File: src/rtl/sc_lane_shifter.sv
// Rotating lane pattern shifter: a load/run/pause FSM that rotates a vehicle pattern on prescaler ticks.
// Optional revolution-detect pulse (and its step counter) is built only when SC_LANE_WRAP_EN is defined.
module sc_lane_shifter #(
  parameter int LANE_WIDTH = 8,
  parameter int STEP_WIDTH = 3
) (
  input  logic                  SC_RECLOCK_CLOCK_50,
  input  logic                  SC_RECLOCK_RESET,
  input  logic                  SC_LANE_TICK_N_In,
  input  logic                  SC_LANE_LOAD_In,
  input  logic [LANE_WIDTH-1:0] SC_LANE_DATA_In,
  input  logic                  SC_LANE_DIR_In,
  input  logic                  SC_LANE_PAUSE_In,
  input  logic                  SC_LANE_CLEAR_In,
  output logic [LANE_WIDTH-1:0] SC_LANE_Out,
  output logic                  SC_LANE_RUN_Out,
  output logic                  SC_LANE_WRAP_Out
);

  typedef enum logic [1:0] {
    ST_IDLE  = 2'd0,
    ST_RUN   = 2'd1,
    ST_PAUSE = 2'd2
  } state_t;

  state_t                state_q, state_d;
  logic [LANE_WIDTH-1:0] lane_q, lane_d;
  logic                  tick_prev_q, tick_prev_d;
  logic                  armed_q, armed_d;
  logic                  tick;

  // armed_q masks the first edge after reset, so a TICK_N already low then is not a tick.
  always_comb begin
    tick        = armed_q & tick_prev_q & ~SC_LANE_TICK_N_In;
    tick_prev_d = SC_LANE_TICK_N_In;
    armed_d     = 1'b1;
  end

  // NOTE: every output of a combinational block gets a default first, so no path can infer a latch.
  always_comb begin
    state_d = state_q;
    lane_d  = lane_q;
    if (SC_LANE_CLEAR_In) begin
      state_d = ST_IDLE;
      lane_d  = '0;
    end else if (SC_LANE_LOAD_In) begin
      lane_d  = SC_LANE_DATA_In;
      state_d = SC_LANE_PAUSE_In ? ST_PAUSE : ST_RUN;
    end else begin
      case (state_q)
        ST_IDLE: state_d = ST_IDLE;
        ST_RUN: begin
          if (tick) begin
            lane_d = SC_LANE_DIR_In ? {lane_q[0], lane_q[LANE_WIDTH-1:1]}
                                    : {lane_q[LANE_WIDTH-2:0], lane_q[LANE_WIDTH-1]};
          end
          if (SC_LANE_PAUSE_In) state_d = ST_PAUSE;
        end
        ST_PAUSE: if (!SC_LANE_PAUSE_In) state_d = ST_RUN;
        default: state_d = ST_IDLE;
      endcase
    end
  end

  // NOTE: sequential state uses non-blocking assignments so every flop samples pre-edge values.
  always_ff @(posedge SC_RECLOCK_CLOCK_50 or posedge SC_RECLOCK_RESET) begin
    if (SC_RECLOCK_RESET) begin
      state_q     <= ST_IDLE;
      lane_q      <= '0;
      tick_prev_q <= 1'b1;
      armed_q     <= 1'b0;
    end else begin
      state_q     <= state_d;
      lane_q      <= lane_d;
      tick_prev_q <= tick_prev_d;
      armed_q     <= armed_d;
    end
  end

  assign SC_LANE_Out     = lane_q;
  assign SC_LANE_RUN_Out = (state_q == ST_RUN);

`ifdef SC_LANE_WRAP_EN
  localparam logic [STEP_WIDTH-1:0] STEP_LAST = STEP_WIDTH'(LANE_WIDTH - 1);

  logic [STEP_WIDTH-1:0] step_q, step_d;
  logic                  wrap_q, wrap_d;
  logic                  rotate;

  // Same qualification as the rotation path above: RUN, tick, no clear/load.
  always_comb begin
    rotate = (state_q == ST_RUN) & tick & ~SC_LANE_CLEAR_In & ~SC_LANE_LOAD_In;
    step_d = step_q;
    wrap_d = 1'b0;
    if (SC_LANE_CLEAR_In || SC_LANE_LOAD_In) begin
      step_d = '0;
    end else if (rotate) begin
      if (step_q == STEP_LAST) begin
        step_d = '0;
        wrap_d = 1'b1;
      end else begin
        step_d = step_q + 1'b1;
      end
    end
  end

  always_ff @(posedge SC_RECLOCK_CLOCK_50 or posedge SC_RECLOCK_RESET) begin
    if (SC_RECLOCK_RESET) begin
      step_q <= '0;
      wrap_q <= 1'b0;
    end else begin
      step_q <= step_d;
      wrap_q <= wrap_d;
    end
  end

  assign SC_LANE_WRAP_Out = wrap_q;
`else
  assign SC_LANE_WRAP_Out = 1'b0;
`endif

endmodule

File: config.mk
export PLATFORM = sky130hd
export DESIGN_NAME = sc_lane_shifter
export DESIGN_NICKNAME = d
export VERILOG_FILES = /design/src/rtl/sc_lane_shifter.sv
export SDC_FILE = /design/constraint.sdc
export NUM_CORES = 1
export LEC_CHECK = 0
export CAP_MARGIN = 20
export CORE_AREA = 2 2 44 46
export DETAILED_ROUTE_END_ITERATION = 10
export DIE_AREA = 0 0 46 48
export PLACE_DENSITY_LB_ADDON = 0.08
export SYNTH_ARGS = -nofsm -noshare
export SYNTH_HDL_FRONTEND = slang
export SYNTH_SLANG_ARGS = --single-unit
File: constraint.sdc
create_clock -name SC_RECLOCK_CLOCK_50 -period 2.3 [get_ports SC_RECLOCK_CLOCK_50]
set_clock_uncertainty 0.15 [all_clocks]
set_input_delay 0.23 -clock SC_RECLOCK_CLOCK_50 [delete_from_list [all_inputs] [get_ports SC_RECLOCK_CLOCK_50]]
set_output_delay 0.23 -clock SC_RECLOCK_CLOCK_50 [all_outputs]
set_load 0.02 [all_outputs]
======== After elaboration in Yosys (flattened, before gate mapping) ========
Cells that the tools add are included.
storage, ports and cells
  logic and storage cells ................. 26
  output and inout bits ................... 10
  flip-flop bits (word level) ............. 12
  bits of input ports ..................... 15
operators by class
  muxes and demuxes ....................... 11
  eq/ne operators ......................... 4
  reduce and logical (&&, ||, !) cells .... 4
  bitwise logic cells ..................... 3
operators by type and width
  cell                  count
  $mux W8               5
  $mux W2               5
  $ne A4 B4 Y1 const B  2
  $reduce_bool A3 Y1    2
  $pmux W2 S2           1
  $reduce_and A2 Y1     2
  $and A1 B1 Y1         2
  $eq A2 B1 Y1 const B  1
  $eq A2 B2 Y1 const B  1
  $not A1 Y1            1

======== Logic depth before layout (Yosys ltp) ========
  depth in word-level cells ............... 6
  gate-level depth with buffers ........... 5
  gate-level depth less buffers ........... 3

======== Least setup slack after synthesis ========
No wires, ideal clock.
  path kind ............................... register -> register
  from .................................... register tick_prev_q
  to ...................................... register lane_q[6] (netlist: SC_LANE_Out[6])
  library setup time ...................... 126 ps
  buffers on the path ..................... 1
  period minus slack after synthesis ...... 1598 ps
  data arrival time ....................... 1322 ps
  cell stages (with the launch flop) ...... 5
  required time ........................... 2024 ps
  path slack .............................. 702 ps
  cells stage by stage .................... dfstp_2 nand4b_4 or2_0 buf_6 a221o_1
between the ends
  word-level cells in the longest chain between the ends .. 4
RTL lines
  what                          RTL line  source
  from (decl)                   28        logic tick_prev_q, tick_prev_d;
  from (signal assigned)        75        tick_prev_q <= tick_prev_d;
  $and A1 B1 Y1 (2 in series)   34        tick = armed_q & tick_prev_q & ~SC_LANE_TICK_N_In;
  $reduce_bool A3 Y1 (no line)  -
  $reduce_and A2 Y1 (no line)   -
  to (signal assigned)          74        lane_q <= lane_d;
  to (decl)                     27        logic [LANE_WIDTH-1:0] lane_q, lane_d;
Every way passes these cells.
A chain may end at the register's enable or synchronous reset.

======== Worst setup path after layout ========
  from .................................... register state_q[0]
  to ...................................... output SC_LANE_RUN_Out
between the ends
  word-level cells in the longest chain between the ends .. 1
RTL lines
  what                    RTL line  source
  from (decl)             26        state_t state_q, state_d;
  from (signal assigned)  73        state_q <= state_d;
  $eq A2 B1 Y1            81        assign SC_LANE_RUN_Out = (state_q == ST_RUN);
  to (decl)               16        output logic SC_LANE_RUN_Out,
Every way passes these cells.

==> flow_summary.toml <==
[status]
status = "completed"

[sta]
min_period_ns = 1.87
rsz0062_at_grt = "false"
fin_ws_ns = 0.425
setup_tns_ns = 0
setup_viol = 0
hold_slack_ns = 0.117
worst_slew_pin_slew_ns = 0.518
clock.fmax_ghz = 0.533
slew_headroom_pct = 65.5
finalHoldViolCount = 0
min_period_over_period_pct = 81.5
drv_slew = 0

[clock_tree]
numCtsBuffers = 3
postCtsHoldBufs = 0
clkTransAtPathRegs_ns = 0.08
clock-sinks = 12
cts_root_buf = "clkbuf_4"
postCtsResizedCells = 0
htree_num_levels = 1
clockBufferDepth = 2
cts_setup_buffers = 0
cts_tree = "yes"
clk_latency_ns = 0.27

[setup_path]
cp-end-kind = "output pin"
cp.required_ns = 1.92
critPathArrivalTime_ns = 1.49
worstSetupStartpointType = "register"
crit_family = "buffers and inverters"
critPathSlowestCell = "clkdlybuf4s50_1"
critPathBufInv = 1
cp_max_fo = 3
cp_cell_sequence = "nor2b_1 -> clkdlybuf4s50_1"
worstSetupPathType = "register to output pin"
cp_slowest_stage_delay_ns = 0.62
ff2ff_setup_slack_ns = 0.48

[drt]
dr.first_iter.drc_count = 8
vias_per_cell = 5.75
wire_per_inst_um = 15.3
vias = 604
drtPass1Iterations = 4
wl_mm = 1.61
postRouteAntennaNets = 0
post-route-drc-count = 0

[global_routing]
grt_max_degree = 13
grt_pass1_wl_mm = 2.53
grtUsageTotal_pct = 17.0
grt_overflow = 0
grt_pass1_vias = 527
antenna_found_initial = 0

[cells_and_area]
diodes = 0
area_delta_synth_final_pct = 36.5
final_area_sq_um = 968
fillers = 163
drive_gt1_share_pct = 11.4
fin_nets = 104
layout.cells.non_filler = 105
final_util_pct = 57.3

[power]
p_total_mw = 0.510
leakage_nw = 0.400
ir_worst_vdd_v = 0.000255
cellPowerDensity_nw_per_um2 = 526

[place]
dp_cells = 101
dp_slack_ns = 0.436
place_area_sq_um = 932
portBuffers = 23
place.gp.congestion = 0.734
place_hpwl_mm = 1.19

[yosys]
synth_nets = 81
ys_ff_latch = 12
yosysUniqueCellTypes = 27
syn_inst = 66
netlist_area_sq_um = 709
ys_warn_count = 0
ys_seq_area_share_pct = 42.5
synth_area_per_cell_sq_um = 10.7

[die]
start_util_pct = 42.0
ios = 25
fp.dieH_um = 48
rows = 15
die_w_um = 46
core-area_sq_um = 1690
die_area_sq_um = 2210

[hold_path]
hold_path.class = "primary input to asynchronous set/reset pin"

[job]
cap_viol_max_count = 0
[sequential cells by signal, summed over array words and instances, names as in the netlist]
| name | cells |
|---|---|
| SC_LANE_Out | 8 |
| armed_q | 1 |
| state_q | 2 |
| tick_prev_q | 1 |
[metal layers]
metal | GRT usage, % | vias up | share of wire, %
met2 | 26.4 | 26 | 48
met4 | 8.57 | 0 | 0.75
met5 | 0 | - | 0
met3 | 3.77 | 2 | 5.9
met1 | 22.2 | 287 | 45
li1 | - | 289 | -
[cells by family (layout without fill, tap and decap cells)]
family,count (synthesis),in the layout,share of synthesized area [%]
simple gates,22,22,21.0
other cells,2,2,1.06
flops,12,12,42.5
compound gates,13,13,16.4
mux,8,8,11.3
buf+inv,9,31,7.76
[final cells by class]
cell class | instances | area (sq um) | share of cell area, %
Tap cell | 17 | 21.3 | 2.20
Multi-Input combinational cell | 45 | 353 | 36.4
Timing Repair Buffer | 26 | 253 | 26.1
Sequential cell | 12 | 302 | 31.1
Clock buffer | 4 | 36.3 | 3.75
Inverter | 1 | 3.75 | 0.388
[power breakdown]
group          internal [mW]  switching [mW]  leakage (nW)
clock network         0.0960          0.0705        0.0210
registers              0.223          0.0127         0.155
logic                 0.0582          0.0491         0.224
[cells in the mapped netlist]
library cell  instances  share of area [%]
buf_6                 2                3.2
mux2i_1               8                 11
and2b_1               1                1.1
buf_4                 1                1.1
buf_1                 1               0.53
or2_1                 1               0.88
nor2_1                1               0.53
nor4_1                3                2.6
nand4b_4              1                3.4
dfrtp_1              11                 39
nand3b_1              1                1.1
a221o_1               3                4.2
nand2_1               4                2.1
clkbuf_2              1               0.70
nor3_1                2                1.4
o211ai_1              4                4.2
o311ai_2              1                2.3
o21ai_0               1               0.70
nor3b_1               5                5.3
dfstp_2               1                3.7
conb_1                2                1.1
clkbuf_1              2                1.1
or2_0                 1               0.88
nor2b_1               2                1.8
inv_1                 1               0.53
buf_2                 1               0.70
o311ai_1              4                4.9
[cells in the final DEF, fill, tap and decap left out, drive strengths merged]
cell type | netlist | layout
clkdlybuf4s50 | 0 | 23
dfrtp | 11 | 11
mux2i | 8 | 8
nor3b | 5 | 5
o311ai | 5 | 5
o211ai | 4 | 4
nand2 | 4 | 4
clkbuf | 3 | 4
nor4 | 3 | 3
a221o | 3 | 3
buf | 5 | 3
nor2b | 2 | 2
nor3 | 2 | 2
conb | 2 | 2
or2 | 2 | 2
nand4b | 1 | 1
and2b | 1 | 1
o21ai | 1 | 1
nand3b | 1 | 1
inv | 1 | 1
nor2 | 1 | 1
dfstp | 1 | 1
[worst paths after layout]
path	startpoint	endpoint	cells past startpoint
hold reg to reg	SC_LANE_Out[0]	SC_LANE_Out[0]	2
min in group SC_RECLOCK_CLOCK_50	SC_LANE_PAUSE_In	state_q[0]	2
setup / recovery	state_q[0]	SC_LANE_RUN_Out	2
max in group asynchronous	SC_RECLOCK_RESET	tick_prev_q	2
setup reg to reg	tick_prev_q	SC_LANE_Out[6]	3
hold / removal	SC_RECLOCK_RESET	SC_LANE_Out[3]	2
No activity file was read; power rests on OpenSTA's default activity.
